File: src/rtl/svo_pixel_fifo_if.sv
// Stream-side bundle for svo_pixel_fifo: producer beats in, encoder beats out,
// flush request and status. The slave modport is the FIFO's view.
interface svo_pixel_fifo_if #(
    parameter int SVO_BITS_PER_PIXEL = 24,
    parameter int DEPTH_LOG2         = 4
);
    logic                          in_axis_tvalid;
    logic                          in_axis_tready;
    logic [SVO_BITS_PER_PIXEL-1:0] in_axis_tdata;
    logic                          in_axis_tuser;
    logic                          out_axis_tvalid;
    logic                          out_axis_tready;
    logic [SVO_BITS_PER_PIXEL-1:0] out_axis_tdata;
    logic                          out_axis_tuser;
    logic                          sync_req;
    logic                          frame_err;
    logic [7:0]                    underflow_cnt;
    logic [DEPTH_LOG2:0]           level;

    modport master (
        output in_axis_tvalid, in_axis_tdata, in_axis_tuser, out_axis_tready, sync_req,
        input  in_axis_tready, out_axis_tvalid, out_axis_tdata, out_axis_tuser,
               frame_err, underflow_cnt, level
    );

    modport slave (
        input  in_axis_tvalid, in_axis_tdata, in_axis_tuser, out_axis_tready, sync_req,
        output in_axis_tready, out_axis_tvalid, out_axis_tdata, out_axis_tuser,
               frame_err, underflow_cnt, level
    );
endinterface

File: src/rtl/svo_pixel_fifo.sv
// Elastic first-word-fall-through pixel buffer between the card stream and the
// SVO encoder: aligns to SOF, checks frame length, flushes on sync_req.
module svo_pixel_fifo #(
    parameter int SVO_BITS_PER_PIXEL = 24,
    parameter int DEPTH_LOG2         = 4,
    parameter int FRAME_PIXELS       = 307200
) (
    input logic             clk,
    input logic             resetn,
    svo_pixel_fifo_if.slave bus
);
    localparam int          DEPTH     = 1 << DEPTH_LOG2;
    localparam logic [0:0]  SYNC_WAIT = 1'b0;
    localparam logic [0:0]  RUN       = 1'b1;
    localparam logic [18:0] FRAME_LEN = 19'(FRAME_PIXELS);

    logic [SVO_BITS_PER_PIXEL:0] mem_q [DEPTH];
    logic [DEPTH_LOG2-1:0]       wptr_q, wptr_d, rptr_q, rptr_d;
    logic [DEPTH_LOG2:0]         level_q, level_d;
    logic [18:0]                 pix_cnt_q, pix_cnt_d;
    logic [0:0]                  state_q, state_d;
    logic                        primed_q, primed_d;
    logic                        frame_err_q, frame_err_d;
    logic [7:0]                  uf_cnt_q, uf_cnt_d;
    logic                        full, empty, in_rdy, accept, push, pop, sof;

    assign full   = (level_q == (DEPTH_LOG2+1)'(DEPTH));
    assign empty  = (level_q == '0);
    // tready depends only on registered state, never on an input
    assign in_rdy = (state_q == SYNC_WAIT) | ~full;
    assign accept = bus.in_axis_tvalid & in_rdy & ~bus.sync_req;
    assign sof    = bus.in_axis_tuser;
    assign pop    = ~empty & bus.out_axis_tready & ~bus.sync_req;

    always_comb begin
        state_d     = state_q;
        pix_cnt_d   = pix_cnt_q;
        primed_d    = primed_q;
        frame_err_d = 1'b0;
        uf_cnt_d    = uf_cnt_q;
        push        = 1'b0;

        if (accept) begin
            if (state_q == SYNC_WAIT) begin
                if (sof) begin
                    push      = ~full;
                    pix_cnt_d = 19'd1;
                    state_d   = RUN;
                end
            end else if (sof) begin
                push        = 1'b1;
                frame_err_d = (pix_cnt_q != FRAME_LEN);
                pix_cnt_d   = 19'd1;
            end else if (pix_cnt_q == FRAME_LEN) begin
                // overlong frame: drop the beat and wait for the next SOF
                frame_err_d = 1'b1;
                state_d     = SYNC_WAIT;
            end else begin
                push      = 1'b1;
                pix_cnt_d = pix_cnt_q + 19'd1;
            end
        end

        if (pop && state_q == RUN) primed_d = 1'b1;
        if (state_d == SYNC_WAIT) primed_d = 1'b0;

        if (state_q == RUN && primed_q && bus.out_axis_tready && empty && uf_cnt_q != 8'hff)
            uf_cnt_d = uf_cnt_q + 8'd1;

        if (bus.sync_req) begin
            state_d   = SYNC_WAIT;
            primed_d  = 1'b0;
            pix_cnt_d = '0;
        end

        wptr_d  = bus.sync_req ? '0 : wptr_q + DEPTH_LOG2'(push);
        rptr_d  = bus.sync_req ? '0 : rptr_q + DEPTH_LOG2'(pop);
        level_d = bus.sync_req ? '0
                : level_q + (DEPTH_LOG2+1)'(push) - (DEPTH_LOG2+1)'(pop);
    end

    always_ff @(posedge clk or negedge resetn) begin
        if (!resetn) begin
            state_q     <= SYNC_WAIT;
            wptr_q      <= '0;
            rptr_q      <= '0;
            level_q     <= '0;
            pix_cnt_q   <= '0;
            primed_q    <= 1'b0;
            frame_err_q <= 1'b0;
            uf_cnt_q    <= '0;
        end else begin
            state_q     <= state_d;
            wptr_q      <= wptr_d;
            rptr_q      <= rptr_d;
            level_q     <= level_d;
            pix_cnt_q   <= pix_cnt_d;
            primed_q    <= primed_d;
            frame_err_q <= frame_err_d;
            uf_cnt_q    <= uf_cnt_d;
        end
    end

    // Payload storage needs no reset; empty masks the head output.
    always_ff @(posedge clk) begin
        if (push) mem_q[wptr_q] <= {sof, bus.in_axis_tdata};
    end

    assign bus.in_axis_tready  = in_rdy;
    assign bus.out_axis_tvalid = ~empty;
    assign bus.out_axis_tdata  = empty ? '0 : mem_q[rptr_q][SVO_BITS_PER_PIXEL-1:0];
    assign bus.out_axis_tuser  = empty ? 1'b0 : mem_q[rptr_q][SVO_BITS_PER_PIXEL];
    assign bus.frame_err       = frame_err_q;
    assign bus.underflow_cnt   = uf_cnt_q;
    assign bus.level           = level_q;
endmodule

File: src/flat_wrapper.sv
// flat-port wrapper written by rule: the top's interface ports become plain ports
module svo_pixel_fifo_flat 
#(
    parameter int SVO_BITS_PER_PIXEL = 24,
    parameter int DEPTH_LOG2         = 4,
    parameter int FRAME_PIXELS       = 307200
)
  (clk, resetn, bus_in_axis_tvalid, bus_in_axis_tdata, bus_in_axis_tuser, bus_out_axis_tready, bus_sync_req, bus_in_axis_tready, bus_out_axis_tvalid, bus_out_axis_tdata, bus_out_axis_tuser, bus_frame_err, bus_underflow_cnt, bus_level);
  svo_pixel_fifo_if #(.SVO_BITS_PER_PIXEL(SVO_BITS_PER_PIXEL), .DEPTH_LOG2(DEPTH_LOG2)) bus_i ();
  input logic clk;
  input logic resetn;
  input wire logic [$bits(bus_i.in_axis_tvalid)-1:0] bus_in_axis_tvalid;
  input wire logic [$bits(bus_i.in_axis_tdata)-1:0] bus_in_axis_tdata;
  input wire logic [$bits(bus_i.in_axis_tuser)-1:0] bus_in_axis_tuser;
  input wire logic [$bits(bus_i.out_axis_tready)-1:0] bus_out_axis_tready;
  input wire logic [$bits(bus_i.sync_req)-1:0] bus_sync_req;
  output wire logic [$bits(bus_i.in_axis_tready)-1:0] bus_in_axis_tready;
  output wire logic [$bits(bus_i.out_axis_tvalid)-1:0] bus_out_axis_tvalid;
  output wire logic [$bits(bus_i.out_axis_tdata)-1:0] bus_out_axis_tdata;
  output wire logic [$bits(bus_i.out_axis_tuser)-1:0] bus_out_axis_tuser;
  output wire logic [$bits(bus_i.frame_err)-1:0] bus_frame_err;
  output wire logic [$bits(bus_i.underflow_cnt)-1:0] bus_underflow_cnt;
  output wire logic [$bits(bus_i.level)-1:0] bus_level;
  assign bus_i.in_axis_tvalid = bus_in_axis_tvalid;
  assign bus_i.in_axis_tdata = bus_in_axis_tdata;
  assign bus_i.in_axis_tuser = bus_in_axis_tuser;
  assign bus_i.out_axis_tready = bus_out_axis_tready;
  assign bus_i.sync_req = bus_sync_req;
  assign bus_in_axis_tready = bus_i.in_axis_tready;
  assign bus_out_axis_tvalid = bus_i.out_axis_tvalid;
  assign bus_out_axis_tdata = bus_i.out_axis_tdata;
  assign bus_out_axis_tuser = bus_i.out_axis_tuser;
  assign bus_frame_err = bus_i.frame_err;
  assign bus_underflow_cnt = bus_i.underflow_cnt;
  assign bus_level = bus_i.level;
  svo_pixel_fifo #(.SVO_BITS_PER_PIXEL(SVO_BITS_PER_PIXEL), .DEPTH_LOG2(DEPTH_LOG2), .FRAME_PIXELS(FRAME_PIXELS)) u_core (.clk(clk), .resetn(resetn), .bus(bus_i));
endmodule
File: config.mk
export PLATFORM = sky130hd
export DESIGN_NAME = svo_pixel_fifo_flat
export DESIGN_NICKNAME = d
export VERILOG_FILES = /design/src/rtl/svo_pixel_fifo_if.sv /design/src/rtl/svo_pixel_fifo.sv /design/src/flat_wrapper.sv
export SDC_FILE = /design/constraint.sdc
export NUM_CORES = 1
export LEC_CHECK = 0
export CORE_MARGIN = 2
export CORE_UTILIZATION = 35
export CTS_CLUSTER_DIAMETER = 80
export DETAILED_ROUTE_END_ITERATION = 7
export PLACE_DENSITY = 0.58
export SLEW_MARGIN = 25
export SYNTH_ARGS = -nofsm -noshare
export SYNTH_HDL_FRONTEND = slang
export SYNTH_SLANG_ARGS = --single-unit
File: constraint.sdc
create_clock -name clk -period 4.2 [get_ports clk]
set_input_delay 0.84 -clock clk [delete_from_list [all_inputs] [get_ports clk]]
set_output_delay 0.84 -clock clk [all_outputs]
set_load 0.02 [all_outputs]
==> flow_summary.json, run 1 <==
{
  "final_cell_mix": "edfxtp_1 (400), mux4_2 (100), clkdlybuf4s50_1 (69)",
  "endpoint_kind": "primary output",
  "die_area_sq_um": 52340,
  "initial_core_util_pct": 35.32,
  "core_area_sq_um": 50070,
  "syn_area_per_cell_sq_um": 19.89,
  "finalClockSkew_ns": 0.01832,
  "ys_ff_latch": 443,
  "wl_per_cell_microns": 21.41,
  "max-cap-violations": 0,
  "finalSetupViolations": 0,
  "power_leakage_nw": 6.545,
  "postRouteAntennaNets": 0,
  "crit_required_ns": 3.36,
  "die_x_microns": 228.8,
  "critPathKind": "reg2out",
  "cts_max_path_buffers": 3,
  "area_growth_syn_to_layout_pct": 18.99,
  "antenna-diode-count": 0,
  "startpoint_type": "flop",
  "grt_max_degree": 44,
  "grt_setup_unrepaired": "no",
  "grt-ovfl-total": 0,
  "yosys.area.top_type": "edfxtp_1",
  "setup_tns_ns": 0,
  "irDropWorstVdd_v": 0.0002905,
  "max_slew_margin_pct": 59.05,
  "regToRegSetupSlack_ns": 0.94,
  "ys_warn_count": 0,
  "fp-row-count": 82,
  "num_io_pins": 71,
  "grt_pass1_wl_mm": 56.23,
  "cts_made_buffers": 46,
  "synth.cell_area_sq_um": 17680,
  "gp_congestion": 0.7578,
  "critical_path_arrival_ns": 3.17,
  "p_per_area_nw_per_um2": 498.7,
  "hold_slack_ns": 0.2597,
  "rr_worst_depth": 10,
  "drt_iter0_markers": 658,
  "hp-class": "in2async",
  "period_needed_ns": 4.010,
  "drive_above_1_share_pct": 22.08,
  "finalMaxSlewViolations": 0,
  "drc": 0,
  "fmax_mhz": 249.4,
  "final_common_cell": "edfxtp_1",
  "status": "finished clean",
  "cts.clk_slew.worst_paths_ns": 0.06,
  "dr.pass1.iters": 5,
  "finalCritPeriodShare_pct": 95.47,
  "grt.total_usage_pct": 14.22,
  "power_mw": 10.49,
  "grt_pass1_vias": 9014,
  "r2r-start": "u_core.pix_cnt_q[0]",
  "totalWireLength_mm": 36.59,
  "post-dp-hpwl_mm": 21.34,
  "worstSkewPairLatency_ns": 0.58,
  "synth-seq-area-share_pct": 74.01,
  "tightest_slew_ns": 0.6123,
  "synth_top_area_share_pct": 67.92,
  "vias_per_cell": 5.073,
  "hold_buffers": 0,
  "ys_top_cells_by_area": "edfxtp_1 (68%), mux4_2 (13%), dfrtp_1 (6.1%)",
  "synth_edf_count": 400,
  "cts-htree-levels": 2,
  "critPathMaxFanout": 19,
  "ctsRootBufferMaster": "clkbuf_16",
  "synth_fp_nets": 934,
  "synth_cells": 889,
  "hold_viol": 0,
  "synth_flop_cell": "edfxtp_1",
  "fin_nets": 1051,
  "fp.dieH_microns": 228.8,
  "cts_sinks": 443,
  "vias": 8669,
  "r2r_end": "u_core.mem_q[0][21]",
  "cts_tree": "done",
  "io_buffers": 70,
  "ys_types": 52,
  "async_reset_ff_share_pct": 9.707,
  "antenna_found_initial": 1
}
==> cell families after synthesis <==
group,share of synthesized area [%]
buf+inv,1.571
mux,16.08
fa+ha+maj,1.104
compound gates,2.512
simple gates,4.082
flops,74.01
xor+xnor,0.6438
==> power by group <==
group / leakage, nW / switching [mW] / internal, mW
Combinational: 1.67 / 0.866 / 0.840
Sequential: 4.19 / 0.0755 / 4.86
Clock: 0.685 / 1.65 / 2.21
==> worst max-delay path, cell delays in order, from the launching register on <==
cell and delay [ns]:
dfrtp_4 0.70, buf_4 0.34, mux4_2 0.52, mux2i_1 0.21, o22ai_1 0.22, clkdlybuf4s50_1 0.59
==> flip-flops by register name, indices dropped and copies added (netlist names) <==
signal and cells:
u_core.state_q 1, u_core.bus.level 5, u_core.bus.frame_err 1, u_core.pix_cnt_q 19, u_core.primed_q 1, u_core.mem_q 400
u_core.rptr_q 4, u_core.bus.underflow_cnt 8, u_core.wptr_q 4
==> synthesized netlist by cell type, types with 2 or more instances <==
library cell	number
a21oi_1	13
a31oi_1	2
and3_1	6
and4_1	2
buf_1	10
buf_2	17
clkbuf_1	18
dfrtp_1	43
edfxtp_1	400
ha_1	14
inv_1	22
mux2i_1	58
mux4_2	100
nand2_1	12
nand2b_1	4
nand3_1	27
nand3b_1	3
nand4_1	8
nor2_1	23
nor2b_1	8
nor3_1	7
nor4_1	7
nor4b_1	3
o21ai_0	7
o22ai_1	25
o31ai_1	5
or3_1	7
or4_1	3
xnor2_1	9
xor2_1	4
==> worst max path at each step <==
stage | startpoint | end | slack [ns] | depth (start not counted)
detailed placement | bus_in_axis_tuser | u_core.mem_q[0][16] | 0.42 | 8
finish | u_core.rptr_q[0] | bus_out_axis_tuser | 0.19 | 5
global route | u_core.rptr_q[0] | bus_out_axis_tdata[7] | 0.0002 | 5
CTS | u_core.rptr_q[0] | bus_out_axis_tdata[12] | 0.1 | 5
global placement | bus_in_axis_tuser | u_core.mem_q[0][13] | 0.43 | 8
floorplan | bus_in_axis_tuser | u_core.mem_q[1][0] | 0.16 | 6
==> layout make-up <==
type	count	area, sq um
Multi-Input combinational cell	378	4439
Sequential cell	443	13100
Clock inverter	21	212.7
Inverter	22	82.58
Tap cell	672	840.8
Fill cell	4452	29030
Clock buffer	58	1196
Timing Repair Buffer	115	1172
==> stage by stage <==
step | std cells | utilization, % | area, sq um | setup slack [ns]
floorplan | 889 | - | 17690 | 0.1583
global placement | 1630 | 39.18 | 19620 | 0.4284
detailed placement | 1630 | 39.18 | 19620 | 0.4227
CTS | 1709 | 41.99 | 21030 | 0.09629
global route | 1709 | 42.03 | 21040 | 0.0001898
finish | 1709 | 42.03 | 21040 | 0.1904
==> repair_timing <==
action                                  in CTS  in global routing
endpoints found under the setup margin       0                  2
gates resized for setup                      0                  3
buffers inserted                             0                  0
==> per-layer routing <==
metal	wire length, microns	global-route usage [%]	part of all wire (%)
met1	16830	19.82	46
met2	17590	22.92	48
met3	1361	2.358	3.7
met4	801	4.525	2.2
met5	16	0	0.044
No activity file was read; power rests on OpenSTA's default activity.
==> run 2, diff against run 1 <==
Settings changed: CORE_MARGIN 2 to not set, REMOVE_ABC_BUFFERS set to 1.
==> run 2 against run 1 <==
Non-clock buffer count fell by 2. Die area fell by 1.7%. Clock skew rose by 0.022 ns. Sequential share of layout area fell by 0.68 points. Design area rose by 1.1%. Largest power group unchanged. Total power rose by 4.2%. Register-to-register slack got worse by 0.08 ns. Largest cell class unchanged.
==> flow_summary.json, run 2 (same netlist as run 1, synthesis figures left out) <==
{
  "cts.clk_slew.worst_paths_ns": 0.06,
  "drc": 0,
  "hold_viol": 0,
  "r2r_end": "u_core.mem_q[0][24]",
  "cts_tree": "done",
  "finalCritPeriodShare_pct": 94.47,
  "multi_input_area_sq_um": 4437,
  "io_buffers": 70,
  "setup_tns_ns": 0,
  "initial_core_util_pct": 35.39,
  "finalSetupViolations": 0,
  "finalClockSkew_ns": 0.04045,
  "drive_above_1_share_pct": 23.39,
  "totalWireLength_mm": 37.58,
  "fp-row-count": 82,
  "max-cap-violations": 0,
  "max_stage_delay_ns": 0.62,
  "fill_cells": 4354,
  "fin_nets": 1050,
  "die_x_microns": 226.8,
  "p_per_area_nw_per_um2": 513.8,
  "irDropWorstVdd_v": 0.0002816,
  "power_leakage_nw": 6.643,
  "cts-htree-levels": 2,
  "tightest_slew_ns": 0.7146,
  "finalMaxSlewViolations": 0,
  "grt_setup_unrepaired": "no",
  "regToRegSetupSlack_ns": 0.86,
  "largest_reg_flops": 400,
  "post-dp-hpwl_mm": 21.94,
  "crit_chain": "inv_1, ha_1, or4b_1, nand2_1, buf_6, o22ai_1, clkdlybuf4s50_1",
  "cts_sinks": 443,
  "cpLargestDelayFamily": "buffers and inverters",
  "cpMaxStageDelayCell": "or4b_1",
  "final_cell_mix": "edfxtp_1 (400), mux4_2 (100), clkdlybuf4s50_1 (69)",
  "cts_resized": 0,
  "largest-register": "u_core.mem_q",
  "grt_max_degree": 47,
  "drt_iter0_markers": 619,
  "max_slew_margin_pct": 52.21,
  "status": "finished clean",
  "cts_made_buffers": 47,
  "num_io_pins": 71,
  "critPathKind": "reg2out",
  "grt_pass1_wl_mm": 57.74,
  "hp-class": "in2async",
  "dr.pass1.iters": 5,
  "startpoint_type": "flop",
  "cts_max_path_buffers": 3,
  "gp_congestion": 0.7194,
  "fmax_mhz": 252.0,
  "worstSkewPairLatency_ns": 0.59,
  "cp_num_buf_inv": 3,
  "period_needed_ns": 3.968,
  "critical_path_arrival_ns": 3.13,
  "grt_pass1_vias": 9207,
  "dp_slack_ns": 0.2828,
  "vias": 8689,
  "antenna-diode-count": 0,
  "endpoint_kind": "primary output",
  "postRouteAntennaNets": 0,
  "regArea_sq_um": 13100,
  "critPathMaxFanout": 25,
  "final_common_cell": "edfxtp_1",
  "grt-ovfl-total": 0,
  "die_area_sq_um": 51430,
  "r2r-start": "u_core.pix_cnt_q[0]",
  "vias_per_cell": 5.066,
  "grt.total_usage_pct": 15.18,
  "crit_required_ns": 3.36,
  "fp.dieH_microns": 226.8,
  "core_area_sq_um": 49970,
  "rr_worst_depth": 10,
  "cts_setup_buffers": 0,
  "layout_setup_ws_ns": 0.2321,
  "hold_buffers": 0,
  "crit_start": "u_core.bus.level[2]",
  "area_growth_syn_to_layout_pct": 20.31,
  "antenna_found_initial": 0,
  "ctsRootBufferMaster": "clkbuf_16",
  "hold_slack_ns": 0.1444,
  "wl_per_cell_microns": 21.91
}
-- run 2: area by class of cell --
type                    instances  area share (%)
repair buffers                113           5.640
multi-input cells             378           20.85
clock inverters                30           1.799
clock buffers                  57           5.804
inverters                      22          0.3881
flip-flops and latches        443           61.56
well taps                     672           3.952
-- run 2: through the flow --
step | instance area, sq um | util, % | power, mW | std cells
finish | 21280 | 42.58 | 10.93 | 1715
global route | 21280 | 42.58 | 11.33 | 1715
CTS | 21270 | 42.57 | 11.05 | 1715
detailed placement | 19650 | 39.33 | 6.784 | 1628
global placement | 19600 | 39.22 | 6.766 | 1626
floorplan | 17490 | - | 6.089 | 843
-- run 2: worst max-delay path by stage --
| stage | slack [ns] | cells after the start | to |
|---|---|---|---|
| floorplan | -1.61 | 3 | bus_out_axis_tdata[0] |
| global placement | 0.35 | 8 | u_core.mem_q[0][10] |
| detailed placement | 0.28 | 8 | u_core.mem_q[0][4] |
| CTS | 0.05 | 7 | bus_out_axis_tdata[20] |
| global route | 0.09 | 7 | bus_out_axis_tdata[20] |
| finish | 0.23 | 7 | bus_out_axis_tuser |
-- run 2: where the power goes --
part / total [mW] / switching [mW] / internal (mW) / leakage [nW]
sequential: 4.91 / 0.0530 / 4.86 / 4.19
clock: 4.27 / 1.73 / 2.55 / 0.773
combinational: 1.75 / 0.908 / 0.838 / 1.68
-- run 2: metal layers --
layer | up-vias | routed length, microns | GRT usage [%]
met5 | - | 0 | 0
met3 | 36 | 1667 | 2.851
met2 | 189 | 17970 | 24.33
li1 | 3895 | - | -
met1 | 4569 | 17410 | 21.35
met4 | 0 | 528 | 3.618
==> run 3, diff against run 2 <==
Settings changed: CORE_UTILIZATION 35 to 55, PLACE_DENSITY 0.58 to 0.81.
==> run 3 against run 2 <==
Cell count shrank 17%. Sequential cell count stayed put. Non-clock buffer count is 4 lower. Global-route usage increased by 8.0 points. Register-to-register slack improved by 0.03 ns. Largest cell class unchanged. Critical path depth is the same.
==> flow_summary.json, run 3 (same netlist as run 1, synthesis figures left out) <==
{
  "drive_above_1_share_pct": 21.16,
  "grt_pass1_vias": 9393,
  "drc": 0,
  "critical_path_arrival_ns": 3.17,
  "vias": 9016,
  "period_needed_ns": 4.009,
  "critPathKind": "reg2out",
  "cts_sinks": 443,
  "vias_per_cell": 6.336,
  "cts_max_path_buffers": 3,
  "cpMaxStageDelayCell": "or4b_1",
  "dr.pass1.iters": 5,
  "switchingPower_mw": 2.489,
  "irDropWorstVdd_v": 0.0003616,
  "dp_slack_ns": 0.4422,
  "cts_resized": 0,
  "fmax_mhz": 249.4,
  "gp_congestion": 0.7875,
  "stdcell_count": 1423,
  "antenna-diode-count": 0,
  "max_slew_margin_pct": 52.65,
  "finalMaxSlewViolations": 0,
  "grt_setup_unrepaired": "no",
  "hp-class": "in2async",
  "initial_core_util_pct": 56.04,
  "largest_reg_flops": 400,
  "layout_setup_ws_ns": 0.1908,
  "tightest_slew_ns": 0.7080,
  "area_growth_syn_to_layout_pct": 15.97,
  "p_per_area_nw_per_um2": 498.8,
  "post-dp-hpwl_mm": 20.88,
  "largest-register": "u_core.mem_q",
  "cts-htree-levels": 2,
  "ctsRootBufferMaster": "clkbuf_16",
  "pwr-share-clk_pct": 35.2,
  "cts.clk_slew.worst_paths_ns": 0.06,
  "pwr-share-seq_pct": 48.1,
  "totalWireLength_mm": 36.63,
  "grt_pass1_wl_mm": 56.72,
  "placedInstanceArea_sq_um": 19210,
  "core_area_sq_um": 31560,
  "p_sw_share_pct": 24.33,
  "design_area_sq_um": 20510,
  "grt-ovfl-total": 0,
  "fin_nets": 1042,
  "die_area_sq_um": 32880,
  "grt.total_usage_pct": 23.22,
  "regToRegSetupSlack_ns": 0.89,
  "finalClockSkew_ns": 0.01872,
  "finalCoreUtilization_pct": 64.99,
  "setup_tns_ns": 0,
  "grt_max_degree": 44,
  "max_stage_delay_ns": 0.59,
  "drt_iter0_markers": 882,
  "hold_buffers": 0,
  "final_cell_mix": "edfxtp_1 (400), mux4_2 (100), clkdlybuf4s50_1 (69)",
  "wl_per_cell_microns": 25.74,
  "finalSetupViolations": 0,
  "cts_made_buffers": 43,
  "placedCellCount": 1354,
  "finalCritPeriodShare_pct": 95.46,
  "worstSkewPairLatency_ns": 0.54,
  "die_x_microns": 181.3,
  "status": "finished clean",
  "endpoint_kind": "primary output",
  "crit_chain": "inv_1, ha_1, or4b_1, nand2b_1, buf_4, o22ai_1, clkdlybuf4s50_1",
  "comb_power_share_pct": 16.7,
  "crit_required_ns": 3.36,
  "hold_viol": 0,
  "cts_setup_buffers": 0,
  "power_leakage_nw": 6.444,
  "final_common_cell": "edfxtp_1",
  "max-cap-violations": 0,
  "power_mw": 10.23,
  "fp.dieH_microns": 181.3,
  "postRouteAntennaNets": 0,
  "cts_tree": "done",
  "num_io_pins": 71,
  "antenna_found_initial": 0,
  "hold_slack_ns": 0.3070,
  "startpoint_type": "flop",
  "fp-row-count": 65,
  "critPathMaxFanout": 25,
  "p_int_mw": 7.740,
  "io_buffers": 70
}
run 3: cell types whose count changed in the layout (fill, tap and decap cells not counted), sizes merged:
cell	delta
bufinv	-4
clkinvlp	-5
buf	-4
clkinv	-7
clkbuf	-2
run 3: path summary, 6_finish.rpt:
check,from,end,depth (start not counted)
worst max-delay path,u_core.bus.level[2],bus_out_axis_tdata[0],7
worst max register to register,u_core.pix_cnt_q[0],u_core.mem_q[2][7],11
worst min-delay path,resetn,u_core.pix_cnt_q[18],1
min in group clk,u_core.bus.underflow_cnt[5],u_core.bus.underflow_cnt[5],1
worst min register to register,u_core.bus.underflow_cnt[5],u_core.bus.underflow_cnt[5],1
max in group asynchronous,resetn,u_core.rptr_q[3],1
run 3: final cells by class:
cell class              instances  area (sq um)
well taps                     402         503.0
fillers                      2047         11050
clock buffers                  55          1121
flip-flops and latches        443         13100
inverters                      22         82.58
multi-input cells             378          4429
clock inverters                14         170.2
repair buffers                109          1104
run 3: critical path: cells and delay by family, from the launching register on:
family	cells	cell delay [ns]
and+or+nand+nor	2	0.72
DFF	1	0.39
adders and majority gates	1	0.18
AOI/OAI and AO/OA	1	0.25
buffers and inverters	3	1.09
run 3: layer usage:
layer	GRT usage, %	up-vias	share of wire [%]
met3	3.366	71	6.9
met4	7.051	0	2.5
met2	37.78	387	50
met1	32.95	4687	41
li1	-	3871	-
met5	0	-	0
run 3: power groups by stage:
stage	sequential [mW]	clock, mW	combinational [mW]
after floorplan	5.12	0	0.966
after global placement	5.01	0	1.68
after detailed placement	5.01	0	1.70
after CTS	4.92	3.65	1.73
after global routing	4.93	3.81	1.83
final	4.92	3.60	1.71
